File: src/rtl/wca_rx_pkg.sv
// Shared types and arithmetic helpers for the receive-path sample packer.
// Covers DC-bias correction with saturation and the 12-bit packed word layouts.
package wca_rx_pkg;

  localparam int SAMPLE_W = 12;
  localparam int WORD_W   = 16;

  localparam logic MODE_UNPACKED = 1'b0;
  localparam logic MODE_PACKED12 = 1'b1;

  localparam logic signed [SAMPLE_W-1:0] SAT_MAX = 12'sh7FF;
  localparam logic signed [SAMPLE_W-1:0] SAT_MIN = 12'sh800;

  typedef enum logic {
    PH_A = 1'b0,
    PH_B = 1'b1
  } phase_t;

  // What the sample held in the write stage turns into.
  typedef enum logic [1:0] {
    KIND_UNP = 2'd0,
    KIND_PA  = 2'd1,
    KIND_PB  = 2'd2
  } kind_t;

  function automatic logic signed [SAMPLE_W-1:0] sat12_sub(
    input logic signed [SAMPLE_W-1:0] x,
    input logic signed [SAMPLE_W-1:0] b
  );
    logic signed [SAMPLE_W:0] d;
    d = {x[SAMPLE_W-1], x} - {b[SAMPLE_W-1], b};
    if (d[SAMPLE_W] != d[SAMPLE_W-1]) begin
      return d[SAMPLE_W] ? SAT_MIN : SAT_MAX;
    end
    return d[SAMPLE_W-1:0];
  endfunction

  function automatic logic [WORD_W-1:0] sext16(input logic signed [SAMPLE_W-1:0] c);
    return {{(WORD_W-SAMPLE_W){c[SAMPLE_W-1]}}, c};
  endfunction

  function automatic logic [WORD_W-1:0] pack_w0(
    input logic signed [SAMPLE_W-1:0] i0,
    input logic signed [SAMPLE_W-1:0] q0
  );
    return {q0[3:0], i0};
  endfunction

  function automatic logic [WORD_W-1:0] pack_w1(
    input logic signed [SAMPLE_W-1:0] i1,
    input logic        [7:0]          q0_hi
  );
    return {i1[7:0], q0_hi};
  endfunction

  function automatic logic [WORD_W-1:0] pack_w2(
    input logic signed [SAMPLE_W-1:0] i1,
    input logic signed [SAMPLE_W-1:0] q1
  );
    return {q1, i1[11:8]};
  endfunction

endpackage

File: src/rtl/wca_rx_packer_if.sv
// Word stream from the packer FIFO toward the DMA/USB streaming logic.
// The master side presents show-ahead data; the slave side accepts with out_ready.
interface wca_rx_packer_if;
  import wca_rx_pkg::*;

  logic [WORD_W-1:0] out_data;
  logic              out_valid;
  logic              out_ready;

  modport master (
    output out_data,
    output out_valid,
    input  out_ready
  );

  modport slave (
    input  out_data,
    input  out_valid,
    output out_ready
  );

endinterface

File: src/rtl/wca_sync_fifo.sv
// Single-clock show-ahead FIFO with occupancy output.
// The head word is driven combinationally; it reads as zero while empty.
module wca_sync_fifo #(
  parameter int DEPTH = 64,
  parameter int WIDTH = 16
) (
  input  logic                   clock,
  input  logic                   reset,
  input  logic                   wr_en,
  input  logic [WIDTH-1:0]       wr_data,
  input  logic                   rd_en,
  output logic [WIDTH-1:0]       rd_data,
  output logic                   valid,
  output logic [$clog2(DEPTH):0] level
);

  localparam int AW = $clog2(DEPTH);
  localparam int LW = AW + 1;

  logic [WIDTH-1:0] mem [DEPTH];
  logic [AW-1:0]    wr_ptr;
  logic [AW-1:0]    rd_ptr;
  logic             do_rd;

  assign valid   = (level != '0);
  assign do_rd   = rd_en & valid;
  assign rd_data = valid ? mem[rd_ptr] : '0;

  always_ff @(posedge clock) begin
    if (!reset) begin
      wr_ptr <= '0;
      rd_ptr <= '0;
      level  <= '0;
    end else begin
      if (wr_en) wr_ptr <= wr_ptr + AW'(1);
      if (do_rd) rd_ptr <= rd_ptr + AW'(1);
      level <= level + LW'(wr_en) - LW'(do_rd);
    end
  end

  always_ff @(posedge clock) begin
    if (wr_en) mem[wr_ptr] <= wr_data;
  end

endmodule

File: src/rtl/wca_rx_packer.sv
// Receive-path packer: bias-corrects I/Q samples, packs them into 16-bit words
// (unpacked or 12-bit packed) and queues them in a FIFO, counting dropped samples.
module wca_rx_packer
  import wca_rx_pkg::*;
#(
  parameter int DEPTH = 64,
  parameter int CNTW  = 16
) (
  input  logic                        clock,
  input  logic                        reset,
  input  logic                        enable,
  input  logic                        mode,
  input  logic                        clr_stats,
  input  logic                        strobe,
  input  logic signed [SAMPLE_W-1:0]  rx_i,
  input  logic signed [SAMPLE_W-1:0]  rx_q,
  input  logic signed [SAMPLE_W-1:0]  bias_i,
  input  logic signed [SAMPLE_W-1:0]  bias_q,
  wca_rx_packer_if.master             out_if,
  output logic [$clog2(DEPTH):0]      level,
  output logic [CNTW-1:0]             overflow_count,
  output logic                        overflow_flag
);

  localparam int LW = $clog2(DEPTH) + 1;

  logic                       mode_q;
  phase_t                     phase;
  logic [7:0]                 resid;

  logic signed [SAMPLE_W-1:0] ci_p0;
  logic signed [SAMPLE_W-1:0] cq_p0;
  logic [LW-1:0]              need_p0;
  logic [LW-1:0]              free_p0;
  logic                       accept_p0;
  logic                       drop_p0;

  logic                       vld_p1;
  kind_t                      kind_p1;
  logic signed [SAMPLE_W-1:0] ci_p1;
  logic signed [SAMPLE_W-1:0] cq_p1;
  logic [7:0]                 resid_p1;

  logic                       vld_p2;
  logic [WORD_W-1:0]          w2_p2;

  logic                       wr_en;
  logic [WORD_W-1:0]          wr_data;

  // Stage p0: correction and admission at the strobe cycle.
  assign ci_p0 = sat12_sub(rx_i, bias_i);
  assign cq_p0 = sat12_sub(rx_q, bias_q);

  // Free space discounts a second word still in flight this cycle, so a
  // reservation made here always holds when the writes land.
  always_comb begin
    need_p0 = LW'(2);
    if (mode_q == MODE_PACKED12) begin
      need_p0 = (phase == PH_A) ? LW'(3) : LW'(0);
    end
    free_p0   = LW'(DEPTH) - level - LW'(vld_p2);
    accept_p0 = enable & strobe & ~vld_p1 & (free_p0 >= need_p0);
    drop_p0   = enable & strobe & ~accept_p0;
  end

  always_ff @(posedge clock) begin
    if (!reset) begin
      mode_q         <= MODE_UNPACKED;
      phase          <= PH_A;
      vld_p1         <= 1'b0;
      kind_p1        <= KIND_UNP;
      vld_p2         <= 1'b0;
      overflow_count <= '0;
      overflow_flag  <= 1'b0;
    end else begin
      if (!enable) mode_q <= mode;

      if (!enable) begin
        phase <= PH_A;
      end else if (accept_p0 && mode_q == MODE_PACKED12) begin
        phase <= (phase == PH_A) ? PH_B : PH_A;
      end

      vld_p1 <= accept_p0;
      if (accept_p0) begin
        kind_p1 <= (mode_q == MODE_UNPACKED) ? KIND_UNP :
                   ((phase == PH_A) ? KIND_PA : KIND_PB);
      end
      vld_p2 <= vld_p1 && (kind_p1 != KIND_PA);

      if (clr_stats) begin
        overflow_count <= '0;
        overflow_flag  <= 1'b0;
      end else if (drop_p0) begin
        if (overflow_count != {CNTW{1'b1}}) overflow_count <= overflow_count + CNTW'(1);
        overflow_flag <= 1'b1;
      end
    end
  end

  // Stage p1: corrected sample registered; residue snapshot travels with it so
  // an enable drop after admission cannot corrupt the W1 that follows.
  always_ff @(posedge clock) begin
    if (accept_p0) begin
      ci_p1    <= ci_p0;
      cq_p1    <= cq_p0;
      resid_p1 <= resid;
    end
    if (accept_p0 && mode_q == MODE_PACKED12 && phase == PH_A) begin
      resid <= cq_p0[11:4];
    end
  end

  // Stage p2: second word of the pair waits one cycle for its write slot.
  always_ff @(posedge clock) begin
    if (vld_p1) begin
      w2_p2 <= (kind_p1 == KIND_PB) ? pack_w2(ci_p1, cq_p1) : sext16(cq_p1);
    end
  end

  always_comb begin
    wr_en   = vld_p1 | vld_p2;
    wr_data = w2_p2;
    if (vld_p1) begin
      case (kind_p1)
        KIND_PA: wr_data = pack_w0(ci_p1, cq_p1);
        KIND_PB: wr_data = pack_w1(ci_p1, resid_p1);
        default: wr_data = sext16(ci_p1);
      endcase
    end
  end

  wca_sync_fifo #(
    .DEPTH (DEPTH),
    .WIDTH (WORD_W)
  ) u_fifo (
    .clock   (clock),
    .reset   (reset),
    .wr_en   (wr_en),
    .wr_data (wr_data),
    .rd_en   (out_if.out_ready),
    .rd_data (out_if.out_data),
    .valid   (out_if.out_valid),
    .level   (level)
  );

endmodule

File: src/flat_wrapper.sv
// flat-port wrapper written by rule: the top's interface ports become plain ports
module wca_rx_packer_flat import wca_rx_pkg::*;
#(
  parameter int DEPTH = 64,
  parameter int CNTW  = 16
)
  (clock, reset, enable, mode, clr_stats, strobe, rx_i, rx_q, bias_i, bias_q, level, overflow_count, overflow_flag, out_if_out_data, out_if_out_valid, out_if_out_ready);
  wca_rx_packer_if out_if_i ();
  input  logic clock;
  input  logic reset;
  input  logic enable;
  input  logic mode;
  input  logic clr_stats;
  input  logic strobe;
  input  logic signed [SAMPLE_W-1:0] rx_i;
  input  logic signed [SAMPLE_W-1:0] rx_q;
  input  logic signed [SAMPLE_W-1:0] bias_i;
  input  logic signed [SAMPLE_W-1:0] bias_q;
  output logic [$clog2(DEPTH):0] level;
  output logic [CNTW-1:0] overflow_count;
  output logic overflow_flag;
  output wire logic [$bits(out_if_i.out_data)-1:0] out_if_out_data;
  output wire logic [$bits(out_if_i.out_valid)-1:0] out_if_out_valid;
  input wire logic [$bits(out_if_i.out_ready)-1:0] out_if_out_ready;
  assign out_if_out_data = out_if_i.out_data;
  assign out_if_out_valid = out_if_i.out_valid;
  assign out_if_i.out_ready = out_if_out_ready;
  wca_rx_packer #(.DEPTH(DEPTH), .CNTW(CNTW)) u_core (.clock(clock), .reset(reset), .enable(enable), .mode(mode), .clr_stats(clr_stats), .strobe(strobe), .rx_i(rx_i), .rx_q(rx_q), .bias_i(bias_i), .bias_q(bias_q), .out_if(out_if_i), .level(level), .overflow_count(overflow_count), .overflow_flag(overflow_flag));
endmodule
File: config.mk
export PLATFORM = sky130hd
export DESIGN_NAME = wca_rx_packer_flat
export DESIGN_NICKNAME = d
export VERILOG_FILES = /design/src/rtl/wca_rx_pkg.sv /design/src/rtl/wca_rx_packer_if.sv /design/src/rtl/wca_sync_fifo.sv /design/src/rtl/wca_rx_packer.sv /design/src/flat_wrapper.sv
export SDC_FILE = /design/constraint.sdc
export NUM_CORES = 1
export LEC_CHECK = 0
export CAP_MARGIN = 20
export CORE_MARGIN = 5
export CORE_UTILIZATION = 30
export DETAILED_ROUTE_END_ITERATION = 7
export SYNTH_ARGS = -nofsm -noshare
export SYNTH_HDL_FRONTEND = slang
export SYNTH_HIERARCHICAL = 1
export SYNTH_SLANG_ARGS = --single-unit
File: constraint.sdc
create_clock -name clock -period 5.35 [get_ports clock]
set_input_delay 0.8025 -clock clock [delete_from_list [all_inputs] [get_ports clock]]
set_output_delay 0.8025 -clock clock [all_outputs]
set_load 0.01 [all_outputs]
==> summary.md <==
| Metric | Value |
|---|---|
| Pleak | 16.4 nW |
| Worst-path clk slew | 0.06 ns |
| Synth Cell Area | 45400 µm² |
| Post-layout net count | roughly 2700 |
| Setup WS post-layout | between 0.4 and 0.5 ns |
| Post-synth EDFFs | ~1100 |
| Most common cell after layout, fill and taps aside | edfxtp_1 |
| CTS tree | built |
| Fin. Hold Viols | 0 |
| CP Max Fanout | 20 |
| Mean Syn Cell Area | 19.3 µm² |
| Routability congestion estimate | 0.811 |
| Via Count | ~23000 |
| RSZ-0062 raised after global routing | false |
| Crit Path Class | reg2out |
| Root Buffer | clkbuf_16 |
| Sequential share of power | 47.5% |
| Pwr/cell area | 402 nW/µm² |
| Wire length per cell | 23.9 µm |
| Area Growth Syn to Fin | 16.9% |
| PortBufs | 95 |
| CORE AREA | 150000 µm² |
| Placed inst area | 49500 µm² |
| Slowest cell on the critical path | dfxtp_4 |
| # IOs | 96 |
| Die Y | 399 µm |
| H-tree Lvls | 3 |
| Die area | 159000 µm² |
| GRT busiest layer | met2 |
| First-pass GRT wire length | about 160 mm |
| Total internal power | 15.8 mW |
| Core occupancy in the finished layout | 35.3% |
| CP arrival | about 4.1 ns |
| Met3 Resource Use GR | 3.09% |
| Number of fill cells | ~14000 |
| FP Rows | roughly 140 |
| CTS Sinks | 1128 |
| Measured slew at the worst slew-check pin | between 1 and 1.5 ns |
| Async SR Flop Fraction | 0% |
| Post-route ant nets | 0 |
| Main synth FF type | edfxtp_1 |
| F_max | around 200 MHz |
| Post-synthesis sequential area ratio | roughly 74% |
| Vias/cell | 5.00 |
| Worst R2R End | u_core/u_fifo/mem[7][0]$_DFFE_PP_ |
| Met1 Track Usage GR | 19.7% |
| Fin Clk Skew | 0.0810 ns |
| Part of the power in combinational logic | 17.3% |
| Sw Ratio | 26.0% |
| Skew-Pair Late Insertion Delay | 0.73 ns |
| DR iter-0 viols | 2476 |
| Status | completed |
| Routed WL | 111 mm |
| Initial antenna violation count | 8 |
| CP Capture Type | primary output |
| Drt first pass iters | 7 |
| Final instance area | 53000 µm² |
| Crit path cell chain | buf_12 > buf_4 > mux4_2 > mux2i_1 > o21ai_0 > a21oi_1 > o21ai_1 > clkdlybuf4s50_1 |
| Die span in x | 399 µm |
| Starting Density | approximately 30% |
| Hold Slack | 0.416 ns |
| Grt ovf | 0 |
| #FFs+latches synth | approximately 1100 |
| Met2 global-route usage | 21.3% |
| TritonCTS Buffers | 109 |
| Pins Over Slew Limit | 0 |
| Max IR drop VDD | 0.000263 V |
| Setup crit end | out_if_out_data[14] |
| Vias in the first global route | about 23000 |
| # DRC | 0 |
| HP Class | reg2reg |
| Cells on worst reg2reg path | 6 |
| Cells after Synth | 2348 |
| R2r startpoint | u_core/kind_p1[0]$_SDFFE_PN0N_ |
| Synth warn | 6 |
| R2R setup slack | 1.69 ns |
| Critical hold path startpoint | u_core/resid[0]$_DFFE_PP_ |
| Sw Pwr | 5.54 mW |
| Post-Syn Nets | roughly 2500 |
| Count of cell types in the netlist | 66 |
| Slew headroom | approximately a quarter |
| Max Cap Violations | 0 |
| Max clock buf depth | 3 |
| Setup Viol. Count Final | 0 |
| TNS Setup | 0 ns |
| Crit share post-route | 92.2% |
| Clock Power Share | between 30% and 40% |
| Most frequent cells in the layout | edfxtp_1 (1080), mux4_2 (246), clkbuf_16 (111) |
| Hold buffer count at cts | 0 |
| Max incr delay on CP | 0.70 ns |
| All-Layer GR Usage | 13.8% |
| Layout cells sized above 1 | 22.0% |
| Worst EP required | 4.55 ns |
| Detailed Place HPWL | 68.7 mm |
| Min Tclk post-route | 4.93 ns |
| Largest net degree at the start of global routing | between 60 and 70 |
| Pre-CTS setup slack | ~0.86 ns |
| Critical path startpoint category | register |
layout make-up:
class / instances / area [µm²] / share of cell area (%)
well taps: 2016 / 2520 / 4.76
inverters: 54 / 203 / 0.382
clock inverters: 59 / 607 / 1.14
clock buffers: 140 / 2900 / 5.46
multi-input cells: 1046 / 11400 / 21.4
repair buffers: 217 / 2030 / 3.83
diodes: 1 / 2.50 / 0.00472
flip-flops and latches: 1128 / 33400 / 63.0
critical path, delay by kind of cell, from the launching register on:
family          cells  cell delay (ns)
compound gates      3             0.78
buf+inv             3             1.11
flops               1             0.70
mux                 2             0.77
power by group through the flow:
| stage | logic, mW | clock network [mW] | registers [mW] |
|---|---|---|---|
| floorplan | 2.44 | 0 | 10.2 |
| global placement | 3.68 | 0 | 10.3 |
| detailed placement | 3.69 | 0 | 10.3 |
| CTS | 3.70 | 7.70 | 10.2 |
| global route | 3.98 | 8.07 | 10.1 |
| finish | 3.69 | 7.52 | 10.1 |
metal layers:
layer / wire length (µm) / up-vias
met5: 21 / -
met4: 3320 / 4
met3: 8610 / 161
met2: 51000 / 826
met1: 48500 / 12300
li1: - / 10000
synth_stat cells, types with 7 or more instances:
cell type	number	share of area, %
edfxtp_1	1080	71
mux4_2	246	12
nor2_1	97	0.80
mux2i_1	72	1.6
nand2_1	72	0.60
a21oi_1	55	0.61
inv_1	54	0.45
clkbuf_1	48	0.40
dfxtp_1	48	2.1
ha_1	47	1.3
buf_2	44	0.49
o22ai_1	37	0.51
a221oi_1	29	0.56
o21ai_0	29	0.32
nand3_1	26	0.29
and2_1	25	0.34
a211oi_1	22	0.36
nor2b_1	22	0.30
xnor2_1	22	0.42
nand2b_1	21	0.29
mux2_2	20	0.50
and3_1	14	0.19
nand4_1	14	0.19
maj3_1	13	0.29
a22o_1	12	0.23
buf_6	12	0.30
a21o_1	11	0.18
a22oi_1	11	0.18
o221ai_1	11	0.21
xor2_1	11	0.21
buf_4	9	0.15
or3_1	9	0.12
nor3_1	8	0.088
o21a_1	7	0.12
o31ai_1	7	0.12
or2_2	7	0.097
or4_1	7	0.12
kinds of logic (layout without fill, tap and decap cells):
kind of cell / after synthesis / after routing / synth area share [%]
DFF: 1128 / 1128 / 73.6
and+or+nand+nor: 340 / 340 / 3.76
muxes: 338 / 338 / 14.3
AOI/OAI and AO/OA: 272 / 272 / 4.16
buffers and inverters: 174 / 470 / 1.84
adders and majority gates: 63 / 63 / 1.72
xor gates and xnor gates: 33 / 33 / 0.637
other: 0 / 1 / 0
how the worst min path moves through the flow:
stage | to | cells after the start | slack (ns)
CTS | u_core/resid_p1[0]$_DFFE_PN_ | 0 | 0.42
finish | u_core/resid_p1[0]$_DFFE_PN_ | 0 | 0.42
global placement | u_core/resid_p1[0]$_DFFE_PN_ | 0 | 0.40
detailed placement | u_core/resid_p1[6]$_DFFE_PN_ | 0 | 0.40
global route | u_core/resid_p1[0]$_DFFE_PN_ | 0 | 0.43
floorplan | u_core/resid_p1[0]$_DFFE_PN_ | 0 | 0.40
state kept, by name, summed over array words and instances (netlist names), named ones only:
signal	count
u_core/ci_p1	12
u_core/cq_p1	12
u_core/kind_p1	2
u_core/mode_q	1
u_core/overflow_count	16
u_core/overflow_flag	1
u_core/phase	1
u_core/resid	8
u_core/resid_p1	8
u_core/u_fifo/level	7
u_core/u_fifo/mem	1024
u_core/u_fifo/rd_ptr	6
u_core/u_fifo/wr_ptr	6
u_core/vld_p1	1
u_core/vld_p2	1
u_core/w2_p2	16
metrics by stage:
step	std cells	power, mW
5_1_grt	4660	22.2
3_5_place_dp	4459	14.0
4_1_cts	4658	21.6
3_3_place_gp	4459	14.0
6_report	4661	21.3
2_1_floorplan	2348	12.7
what timing repair did:
| action | 4_1_cts | 5_1_grt |
|---|---|---|
| endpoints found under the setup margin | 0 | 2 |
| gates resized for setup | 0 | 0 |
| hold endpoints to repair | 0 | 0 |
| setup buffers | 0 | 1 |
(Power assumes the default switching activity.)
